### config.mk
export PLATFORM = sky130hd
export DESIGN_NAME = alu_operand_fetch
export DESIGN_NICKNAME = d
export VERILOG_FILES = /design/src/rtl/alu_operand_fetch.sv
export SDC_FILE = /design/constraint.sdc
export NUM_CORES = 1
export LEC_CHECK = 0
export CAP_MARGIN = 5
export CORE_UTILIZATION = 60
export CTS_CLUSTER_SIZE = 40
export DETAILED_ROUTE_END_ITERATION = 8
export GPL_TIMING_DRIVEN = 0
export HOLD_SLACK_MARGIN = 0.02
export PLACE_DENSITY = 0.83
export SLEW_MARGIN = 20
export SYNTH_ARGS = -nofsm -noshare
export SYNTH_HDL_FRONTEND = slang
export SYNTH_SLANG_ARGS = --single-unit
### constraint.sdc
create_clock -name clk -period 9.2 [get_ports clk]
set_clock_uncertainty 0.1 [all_clocks]
set_input_delay 1.84 -clock clk [delete_from_list [all_inputs] [get_ports clk]]
set_output_delay 1.84 -clock clk [all_outputs]
set_load 0.01 [all_outputs]
### src/rtl/alu_operand_fetch.sv
// Operand-fetch stage in front of the 16-bit ALU: register file, write-back bypass,
// immediate select and a one-entry valid/ready output register holding {a, b, alu_op}.
module alu_operand_fetch #(
    parameter int WIDTH  = 16,
    parameter int NREGS  = 8,
    parameter int ADDR_W = 3
) (
    input  logic              clk,
    input  logic              rst,
    input  logic              in_valid,
    output logic              in_ready,
    input  logic [1:0]        in_alu_op,
    input  logic [ADDR_W-1:0] in_rs1,
    input  logic [ADDR_W-1:0] in_rs2,
    input  logic              in_use_imm,
    input  logic [WIDTH-1:0]  in_imm,
    input  logic              wb_en,
    input  logic [ADDR_W-1:0] wb_addr,
    input  logic [WIDTH-1:0]  wb_data,
    output logic              out_valid,
    input  logic              out_ready,
    output logic [WIDTH-1:0]  out_a,
    output logic [WIDTH-1:0]  out_b,
    output logic [1:0]        out_alu_op
);

    typedef enum logic {
        EMPTY = 1'b0,
        FULL  = 1'b1
    } state_t;

    state_t            state_reg;
    state_t            state_next;
    logic              fire;
    logic [WIDTH-1:0]  regs [NREGS];
    logic [WIDTH-1:0]  src_a;
    logic [WIDTH-1:0]  src_b;
    logic [WIDTH-1:0]  a_reg;
    logic [WIDTH-1:0]  b_reg;
    logic [1:0]        op_reg;

    // Register file: r0 is hard-wired to zero, every other entry is reset so that
    // no unwritten register can leak X into the ALU.
    generate
        for (genvar gi = 0; gi < NREGS; gi++) begin : g_reg
            if (gi == 0) begin : g_zero
                assign regs[gi] = '0;
            end else begin : g_live
                always_ff @(posedge clk or posedge rst) begin
                    if (rst) begin
                        regs[gi] <= '0;
                    end else if (wb_en && (wb_addr == ADDR_W'(gi))) begin
                        regs[gi] <= wb_data;
                    end
                end
            end
        end
    endgenerate

    // Source reads with same-cycle write-back bypass.
    always_comb begin
        src_a = '0;
        if (in_rs1 != '0) begin
            if (wb_en && (wb_addr == in_rs1)) begin
                src_a = wb_data;
            end else begin
                src_a = regs[in_rs1];
            end
        end
    end

    always_comb begin
        src_b = '0;
        if (in_use_imm) begin
            src_b = in_imm;
        end else if (in_rs2 != '0) begin
            if (wb_en && (wb_addr == in_rs2)) begin
                src_b = wb_data;
            end else begin
                src_b = regs[in_rs2];
            end
        end
    end

    assign fire = in_valid && in_ready;

    always_ff @(posedge clk or posedge rst) begin
        if (rst) begin
            state_reg <= EMPTY;
        end else begin
            state_reg <= state_next;
        end
    end

    always_comb begin
        state_next = state_reg;
        case (state_reg)
            EMPTY: begin
                if (fire) begin
                    state_next = FULL;
                end
            end
            FULL: begin
                if (fire) begin
                    state_next = FULL;
                end else if (out_ready) begin
                    state_next = EMPTY;
                end
            end
            default: state_next = EMPTY;
        endcase
    end

    // in_ready depends only on the state and out_ready, never on in_valid.
    always_comb begin
        out_valid = 1'b0;
        in_ready  = 1'b1;
        case (state_reg)
            EMPTY: begin
                out_valid = 1'b0;
                in_ready  = 1'b1;
            end
            FULL: begin
                out_valid = 1'b1;
                in_ready  = out_ready;
            end
            default: begin
                out_valid = 1'b0;
                in_ready  = 1'b1;
            end
        endcase
    end

    // Operands are frozen at acceptance; later write-backs do not touch a held entry.
    always_ff @(posedge clk or posedge rst) begin
        if (rst) begin
            a_reg  <= '0;
            b_reg  <= '0;
            op_reg <= 2'b00;
        end else if (fire) begin
            a_reg  <= src_a;
            b_reg  <= src_b;
            op_reg <= in_alu_op;
        end
    end

    assign out_a      = a_reg;
    assign out_b      = b_reg;
    assign out_alu_op = op_reg;

endmodule

==> impl_metrics.py, run 1 <==
metrics = {
    "floorplan": {
        "core-area_sq_um": 12620,
        "die_width_microns": 115.8,
        "die-height_microns": 115.8,
        "design.portCount": 85,
        "fp.dieArea_sq_um": 13410,
        "row_count": 41,
        "floorplan.initialDensity_pct": 61.55,
    },
    "power": {
        "leakage_nw": 4.008,
        "ir_worst_vdd_mv": 0.1374,
        "switching_share_pct": 29.20,
        "total_internal_power_mw": 1.441,
        "share_seq_of_total_power_pct": 43.5,
        "finalPower_mw": 2.035,
        "switchingPower_mw": 0.5940,
        "power_frac_comb_pct": 22.4,
        "power.density_nw_per_um2": 217.9,
        "p_clk_share_pct": 34.1,
    },
    "worst_setup_path": {
        "cp_cell_sequence": "clkdlybuf4s50_1, nand2b_1, clkdlybuf4s50_1",
        "worst-r2r-cell-count": 6,
        "worstSetupEndpoint": "in_ready",
        "critical_path.startpoint_type": "input port",
        "r2r-end": "out_b[15]",
        "setup.worst_path.start": "out_ready",
        "critical_path.max_fanout": 4,
        "critical_path.n_buffers_inverters": 2,
        "worst_setup_path_end_kind": "primary output",
        "critical_path_cell_count": 3,
        "critPathTopFamily": "buffers and inverters",
        "crit_slowest_cell": "sky130_fd_sc_hd__clkdlybuf4s50_1",
        "critical_path_class": "input port to primary output",
        "critPathArrivalTime_ns": 3.01,
        "crit_top_cell": "sky130_fd_sc_hd__clkdlybuf4s50_1",
        "cp_slowest_stage_delay_ns": 0.56,
        "timing.critical_path.required_ns": 7.26,
        "regToRegStartpoint": "state_reg",
        "ff2ff_setup_slack_ns": 7.09,
    },
    "timing": {
        "period_needed_ns": 4.954,
        "rsz0062_at_grt": "no",
        "timing.final.crit_share_pct": 53.85,
        "worst_pin_slew_ns": 0.9045,
        "timing_max_transition_violations_final": 0,
        "final.setup.tns_ns": 0,
        "final-setup-viol-count": 0,
        "final.setup.worst_slack_ns": 4.246,
        "final_hold_viol_count": 0,
        "slew-limit-headroom_pct": 39.37,
        "max_freq_ghz": 0.2018,
    },
    "place": {
        "placed_cell_count": 951,
        "routabilityCongestion": 0.9922,
        "placed_cell_area_sq_um": 8758,
        "preCtsSetupSlack_ns": 4.244,
        "io_buffers": 74,
        "dpl.hpwl_microns": 16940,
    },
    "clock_network": {
        "cts_resized": 0,
        "clock_path_buffers": 2,
        "clkTransAtPathRegs_ns": 0.06,
        "clk-insertion-delay-late_ns": 0.43,
        "clk_root_buffer_cell": "sky130_fd_sc_hd__clkbuf_16",
        "cts_hold_buf": 0,
        "post_cts_buffers": 0,
        "cts_tree": "yes",
        "cts_num_sinks": 147,
        "htree_num_levels": 4,
        "cts-buffers-inserted": 17,
    },
    "layout": {
        "largest_register_ff_count": 112,
        "fill_cells": 942,
        "drive_above_1_share_pct": 20.72,
        "area_growth_syn_to_layout_pct": 20.20,
        "finish.instance_area_sq_um": 9336,
        "nets": 847,
        "largest-register": "regs",
        "number_of_standard_cells_in_the_layout_taps_in_and_fillers_out": 983,
        "antenna_cells": 0,
    },
    "route": {
        "vias_per_cell": 7.120,
        "detailedRoute.firstIterationViolations": 997,
        "detail-route-antenna-nets": 0,
        "postRouteWirelength_microns": 25920,
        "vias": 6999,
        "post-route-drc-count": 0,
        "drt-wirelength-per-cell_microns": 26.37,
        "drt_first_pass_iters": 9,
    },
    "grt": {
        "grt_remaining_overflow": 0,
        "grtUsageMet3_pct": 12.08,
        "grt_pass1_wl_microns": 38450,
        "grtUsageTotal_pct": 40.39,
        "top_usage_layer": "met2",
        "number_of_antenna_violations_at_the_first_check_in_global_routing": 0,
        "grt.met2_usage_pct": 62.22,
        "globalRouteMet1Util_pct": 49.45,
        "vias_in_the_first_global_route": 6988,
        "grt_max_degree": 93,
    },
    "synth": {
        "postSynthAreaPerCell_sq_um": 11.03,
        "syn_inst": 704,
        "yosys_most_used_dff": "sky130_fd_sc_hd__dfrtp_1",
        "yosys_warnings": 0,
        "netlist-cell-type-count": 37,
        "synth_largest_type_area_fraction_pct": 47.36,
        "syn_nets": 753,
        "yosysTopAreaCell": "sky130_fd_sc_hd__dfrtp_1",
        "ys_seq_area_share_pct": 47.36,
        "post-synth-top-count-cell": "sky130_fd_sc_hd__dfrtp_1",
        "syn-cell-area_sq_um": 7767,
        "synth_top_cells_by_area": "sky130_fd_sc_hd__dfrtp_1, sky130_fd_sc_hd__mux2_2, sky130_fd_sc_hd__o21ai_0",
        "synth_edf_count": 0,
        "synth.cells.most_frequent": "sky130_fd_sc_hd__dfrtp_1, sky130_fd_sc_hd__nand2_1, sky130_fd_sc_hd__o21ai_0",
        "synthArstFlopShare_pct": 100.0,
        "ys_seq_elements": 147,
    },
    "run_status": {
        "status": "finished clean",
    },
    "job": {
        "cap_violations": 0,
    },
    "worst_hold_path": {
        "hold_path.class": "flip-flop to flip-flop",
    },
}
==> worst reg2reg max path: stages (launching register included) <==
cell	delay [ns]
sky130_fd_sc_hd__dfrtp_1	0.37
sky130_fd_sc_hd__nand2b_1	0.14
sky130_fd_sc_hd__and2_1	0.14
sky130_fd_sc_hd__buf_2	0.21
sky130_fd_sc_hd__clkbuf_1	0.61
sky130_fd_sc_hd__o311a_1	0.34
sky130_fd_sc_hd__a21oi_1	0.08
==> cell type report <==
cell class              count  area (sq um)  share of cell area [%]
flip-flops and latches    147          3679                   39.40
multi-input cells         474          3659                   39.19
repair buffers             75         768.2                   8.228
clock buffers              29         510.5                   5.468
plain buffers              65         362.8                   3.886
well taps                 172         215.2                   2.305
inverters                  18         75.07                  0.8041
clock inverters             3         67.56                  0.7237
==> metal layers <==
metal	up-vias	share of wire [%]	wire length (microns)
met1	3397	36	9226
met3	166	13	3418
met4	0	6.4	1647
met5	-	0	0
met2	632	45	11630
li1	2804	-	-
==> cells in the final DEF, fill, tap and decap left out, types with 4 or more instances in the layout <==
master,instances
sky130_fd_sc_hd__dfrtp_1,147
sky130_fd_sc_hd__nand2_1,105
sky130_fd_sc_hd__o21ai_0,82
sky130_fd_sc_hd__mux2_2,75
sky130_fd_sc_hd__clkdlybuf4s50_1,74
sky130_fd_sc_hd__clkbuf_1,32
sky130_fd_sc_hd__a221o_1,30
sky130_fd_sc_hd__mux2i_1,30
sky130_fd_sc_hd__buf_2,19
sky130_fd_sc_hd__nand4_1,19
sky130_fd_sc_hd__inv_1,17
sky130_fd_sc_hd__clkbuf_16,17
sky130_fd_sc_hd__mux4_2,16
sky130_fd_sc_hd__o311a_1,16
sky130_fd_sc_hd__nor2_1,15
sky130_fd_sc_hd__a22oi_1,14
sky130_fd_sc_hd__a21oi_1,14
sky130_fd_sc_hd__buf_4,13
sky130_fd_sc_hd__o221ai_2,10
sky130_fd_sc_hd__buf_6,6
sky130_fd_sc_hd__xnor2_1,6
sky130_fd_sc_hd__o221ai_1,6
sky130_fd_sc_hd__nor2b_1,5
sky130_fd_sc_hd__mux2_1,5
sky130_fd_sc_hd__nor3_1,4
sky130_fd_sc_hd__clkbuf_8,4
==> stage by stage <==
| step | util, % | hold slack, ns |
|---|---|---|
| final | 73.98 | 0.3865 |
| after global routing | 73.98 | 0.4201 |
| after CTS | 73.98 | 0.3976 |
| after detailed placement | 69.40 | 0.3750 |
| after global placement | 69.13 | 0.3612 |
| after floorplan | - | 0.3604 |
==> worst min-delay path by stage <==
stage	startpoint	endpoint	slack, ns	cells after the start
CTS	out_a[10]	out_a[10]	0.40	2
global placement	out_alu_op[1]	out_alu_op[1]	0.36	2
detailed placement	out_a[4]	out_a[4]	0.38	2
finish	out_alu_op[1]	out_alu_op[1]	0.39	2
floorplan	regs[65]	regs[65]	0.36	2
global route	out_alu_op[1]	out_alu_op[1]	0.42	2
==> cells by family after synthesis <==
kind of cell / Yosys count / synth area share, %
buffers and inverters: 83 / 5.541
DFF: 147 / 47.36
and+or+nand+nor: 164 / 9.536
AOI/OAI and AO/OA: 178 / 16.78
xor gates and xnor gates: 6 / 0.6765
muxes: 126 / 20.10
==> power groups by stage <==
stage,combinational (mW),clock (mW),sequential (mW)
floorplan,0.279,0,0.862
global placement,0.421,0,0.874
detailed placement,0.443,0,0.886
CTS,0.448,0.686,0.877
global route,0.486,0.714,0.892
finish,0.456,0.693,0.886
Note: power is estimated with default switching activity, not from simulation.
==> run 2, diff against run 1 <==
--- a/config.mk
+++ b/config.mk
@@ -6,12 +6,12 @@
 export NUM_CORES = 1
 export LEC_CHECK = 0
 export CAP_MARGIN = 5
-export CORE_UTILIZATION = 60
+export CORE_UTILIZATION = 57
 export CTS_CLUSTER_SIZE = 40
 export DETAILED_ROUTE_END_ITERATION = 8
 export GPL_TIMING_DRIVEN = 0
 export HOLD_SLACK_MARGIN = 0.02
-export PLACE_DENSITY = 0.83
+export PLACE_DENSITY = 0.79
 export SLEW_MARGIN = 20
 export SYNTH_ARGS = -nofsm -noshare
 export SYNTH_HDL_FRONTEND = slang
==> constraint.sdc (replaced) <==
create_clock -name clk -period 4.7 [get_ports clk]
set_clock_uncertainty 0.1 [all_clocks]
set_input_delay 0.94 -clock clk [delete_from_list [all_inputs] [get_ports clk]]
set_output_delay 0.94 -clock clk [all_outputs]
set_load 0.01 [all_outputs]
==> impl_metrics.py, run 2 (synthesis gave the netlist of run 1 again) <==
metrics = {
    "clock_network": {
        "cts_num_sinks": 147,
        "cts_tree": "yes",
        "cts_hold_buf": 0,
        "clk_root_buffer_cell": "sky130_fd_sc_hd__clkbuf_16",
        "htree_num_levels": 4,
        "clk-insertion-delay-late_ns": 0.44,
        "cts-buffers-inserted": 17,
        "clock_path_buffers": 2,
        "post_cts_buffers": 0,
        "cts_resized": 0,
        "clkTransAtPathRegs_ns": 0.06,
    },
    "power": {
        "finalPower_mw": 3.875,
        "power.density_nw_per_um2": 413.8,
        "ir_worst_vdd_mv": 0.2816,
        "leakage_nw": 4.025,
    },
    "worst_setup_path": {
        "crit_slowest_cell": "sky130_fd_sc_hd__clkdlybuf4s50_1",
        "critPathArrivalTime_ns": 2.12,
        "critical_path.n_buffers_inverters": 2,
        "regToRegStartpoint": "state_reg",
        "critical_path.startpoint_type": "input port",
        "cp_cell_sequence": "clkdlybuf4s50_1, nand2b_1, clkdlybuf4s50_1",
        "critPathTopFamily": "buffers and inverters",
        "critical_path.max_fanout": 4,
        "critical_path_cell_count": 3,
        "worst_setup_path_end_kind": "primary output",
        "worstSetupEndpoint": "in_ready",
        "critical_path_class": "input port to primary output",
        "crit_top_cell": "sky130_fd_sc_hd__clkdlybuf4s50_1",
        "cp_slowest_stage_delay_ns": 0.55,
        "ff2ff_setup_slack_ns": 2.63,
        "timing.critical_path.required_ns": 3.66,
        "worst-r2r-cell-count": 6,
        "r2r-end": "out_b[15]",
        "setup.worst_path.start": "out_ready",
    },
    "place": {
        "dpl.hpwl_microns": 17380,
        "routabilityCongestion": 0.9459,
        "placed_cell_area_sq_um": 8840,
        "io_buffers": 74,
        "placed_cell_count": 959,
    },
    "floorplan": {
        "die-height_microns": 118.7,
        "fp.dieArea_sq_um": 14100,
        "row_count": 42,
        "design.portCount": 85,
        "core-area_sq_um": 13240,
        "floorplan.initialDensity_pct": 58.65,
        "die_width_microns": 118.7,
    },
    "timing": {
        "final-setup-viol-count": 0,
        "max_freq_ghz": 0.3166,
        "rsz0062_at_grt": "no",
        "final_hold_viol_count": 0,
        "worst_pin_slew_ns": 0.9742,
        "final.setup.tns_ns": 0,
        "timing.final.crit_share_pct": 67.21,
        "slew-limit-headroom_pct": 35.06,
        "period_needed_ns": 3.159,
        "timing_max_transition_violations_final": 0,
    },
    "layout": {
        "drive_above_1_share_pct": 21.33,
        "post-route-util_pct": 70.70,
        "antenna_cells": 0,
        "most_used_cells_in_the_layout_excluding_fill_and_tap_cells": "sky130_fd_sc_hd__dfrtp_1, sky130_fd_sc_hd__nand2_1, sky130_fd_sc_hd__o21ai_0, sky130_fd_sc_hd__mux2_2, sky130_fd_sc_hd__clkdlybuf4s50_1",
        "largest-register": "regs",
        "finish.instance_area_sq_um": 9363,
        "largest_register_ff_count": 112,
        "multi_input_comb_area_sq_um": 3659,
        "area_growth_syn_to_layout_pct": 20.54,
        "mostFrequentLayoutCell": "sky130_fd_sc_hd__dfrtp_1",
        "register_area_sq_um": 3679,
        "number_of_standard_cells_in_the_layout_taps_in_and_fillers_out": 987,
        "fill_cells": 1005,
        "nets": 851,
    },
    "route": {
        "vias": 6938,
        "detailedRoute.firstIterationViolations": 785,
        "detail-route-antenna-nets": 0,
        "post-route-drc-count": 0,
        "drt_first_pass_iters": 7,
        "postRouteWirelength_microns": 26150,
        "vias_per_cell": 7.029,
        "drt-wirelength-per-cell_microns": 26.49,
    },
    "grt": {
        "grt_pass1_wl_microns": 40010,
        "vias_in_the_first_global_route": 7019,
        "grt_remaining_overflow": 0,
        "number_of_antenna_violations_at_the_first_check_in_global_routing": 0,
        "grt_max_degree": 35,
        "grtUsageTotal_pct": 38.83,
    },
    "job": {
        "cap_violations": 0,
    },
    "worst_hold_path": {
        "hold_path.class": "flip-flop to flip-flop",
    },
    "run_status": {
        "status": "finished clean",
    },
}
run 2: cell count changes in the layout (fill, tap and decap cells not counted), sizes merged:
cell | before | now
bufinv | 2 | 1
clkinv | 0 | 5
clkbuf | 54 | 47
inv | 18 | 17
buf | 41 | 45
run 2: worst min path at each step:
stage                  startpoint             to  slack (ns)  cells after the start
floorplan                regs[65]       regs[65]        0.36                      2
global placement    out_alu_op[0]  out_alu_op[0]        0.36                      2
detailed placement       out_a[5]       out_a[5]        0.37                      2
CTS                      out_a[5]       out_a[5]        0.39                      2
global route             out_a[5]       out_a[5]        0.42                      2
finish                   out_a[5]       out_a[5]        0.39                      2
run 2: area by class of cell:
type,instances,area share (%)
clock inverters,6,0.6281
well taps,176,2.352
inverters,18,0.7617
flip-flops and latches,147,39.29
plain buffers,65,3.875
repair buffers,79,9.061
multi-input cells,474,39.08
clock buffers,22,4.958
run 2: worst min-delay path, cell delays in order, from the launching register on:
cell and delay, ns:
sky130_fd_sc_hd__dfrtp_1 0.34, sky130_fd_sc_hd__nand2_1 0.05, sky130_fd_sc_hd__o221ai_1 0.06
run 2: where the power goes:
part           switching [mW]  internal (mW)
combinational           0.425          0.471
clock                   0.516          0.739
sequential              0.207           1.52
run 2: layer usage:
metal	vias to the layer above	track usage, %	share of wire [%]
li1	2807	-	-
met5	-	0	0
met4	0	22.63	4.7
met2	572	59.39	47
met3	114	9.894	12
met1	3445	50.13	37
run 2: through the flow:
stage | hold slack (ns) | setup WS [ns]
finish | 0.3861 | 1.541
floorplan | 0.3604 | 1.813
global route | 0.4159 | 1.518
global placement | 0.3645 | 0.5952
detailed placement | 0.3726 | 1.434
CTS | 0.3871 | 1.538
==> run 3, diff against run 2 <==
==> constraint.sdc (replaced) <==
create_clock -name clk -period 3.3 [get_ports clk]
set_clock_uncertainty 0.1 [all_clocks]
set_input_delay 0.66 -clock clk [delete_from_list [all_inputs] [get_ports clk]]
set_output_delay 0.66 -clock clk [all_outputs]
set_load 0.01 [all_outputs]
==> results of run 3 <==
Same layout as run 2 (identical final DEF). Status: finished clean.
Among the figures that moved: setup slack after placement 1.434 ns -> 0.3140 ns; setup slack after layout 1.541 ns -> 0.5867 ns; start point of the critical path out_ready -> in_rs2[1]; end point of the critical path in_ready -> out_b[2]; register-to-register setup slack 2.63 ns -> 1.23 ns; total power 3.875 mW -> 5.519 mW; worst IR drop on VDD 0.2816 mV -> 0.4010 mV
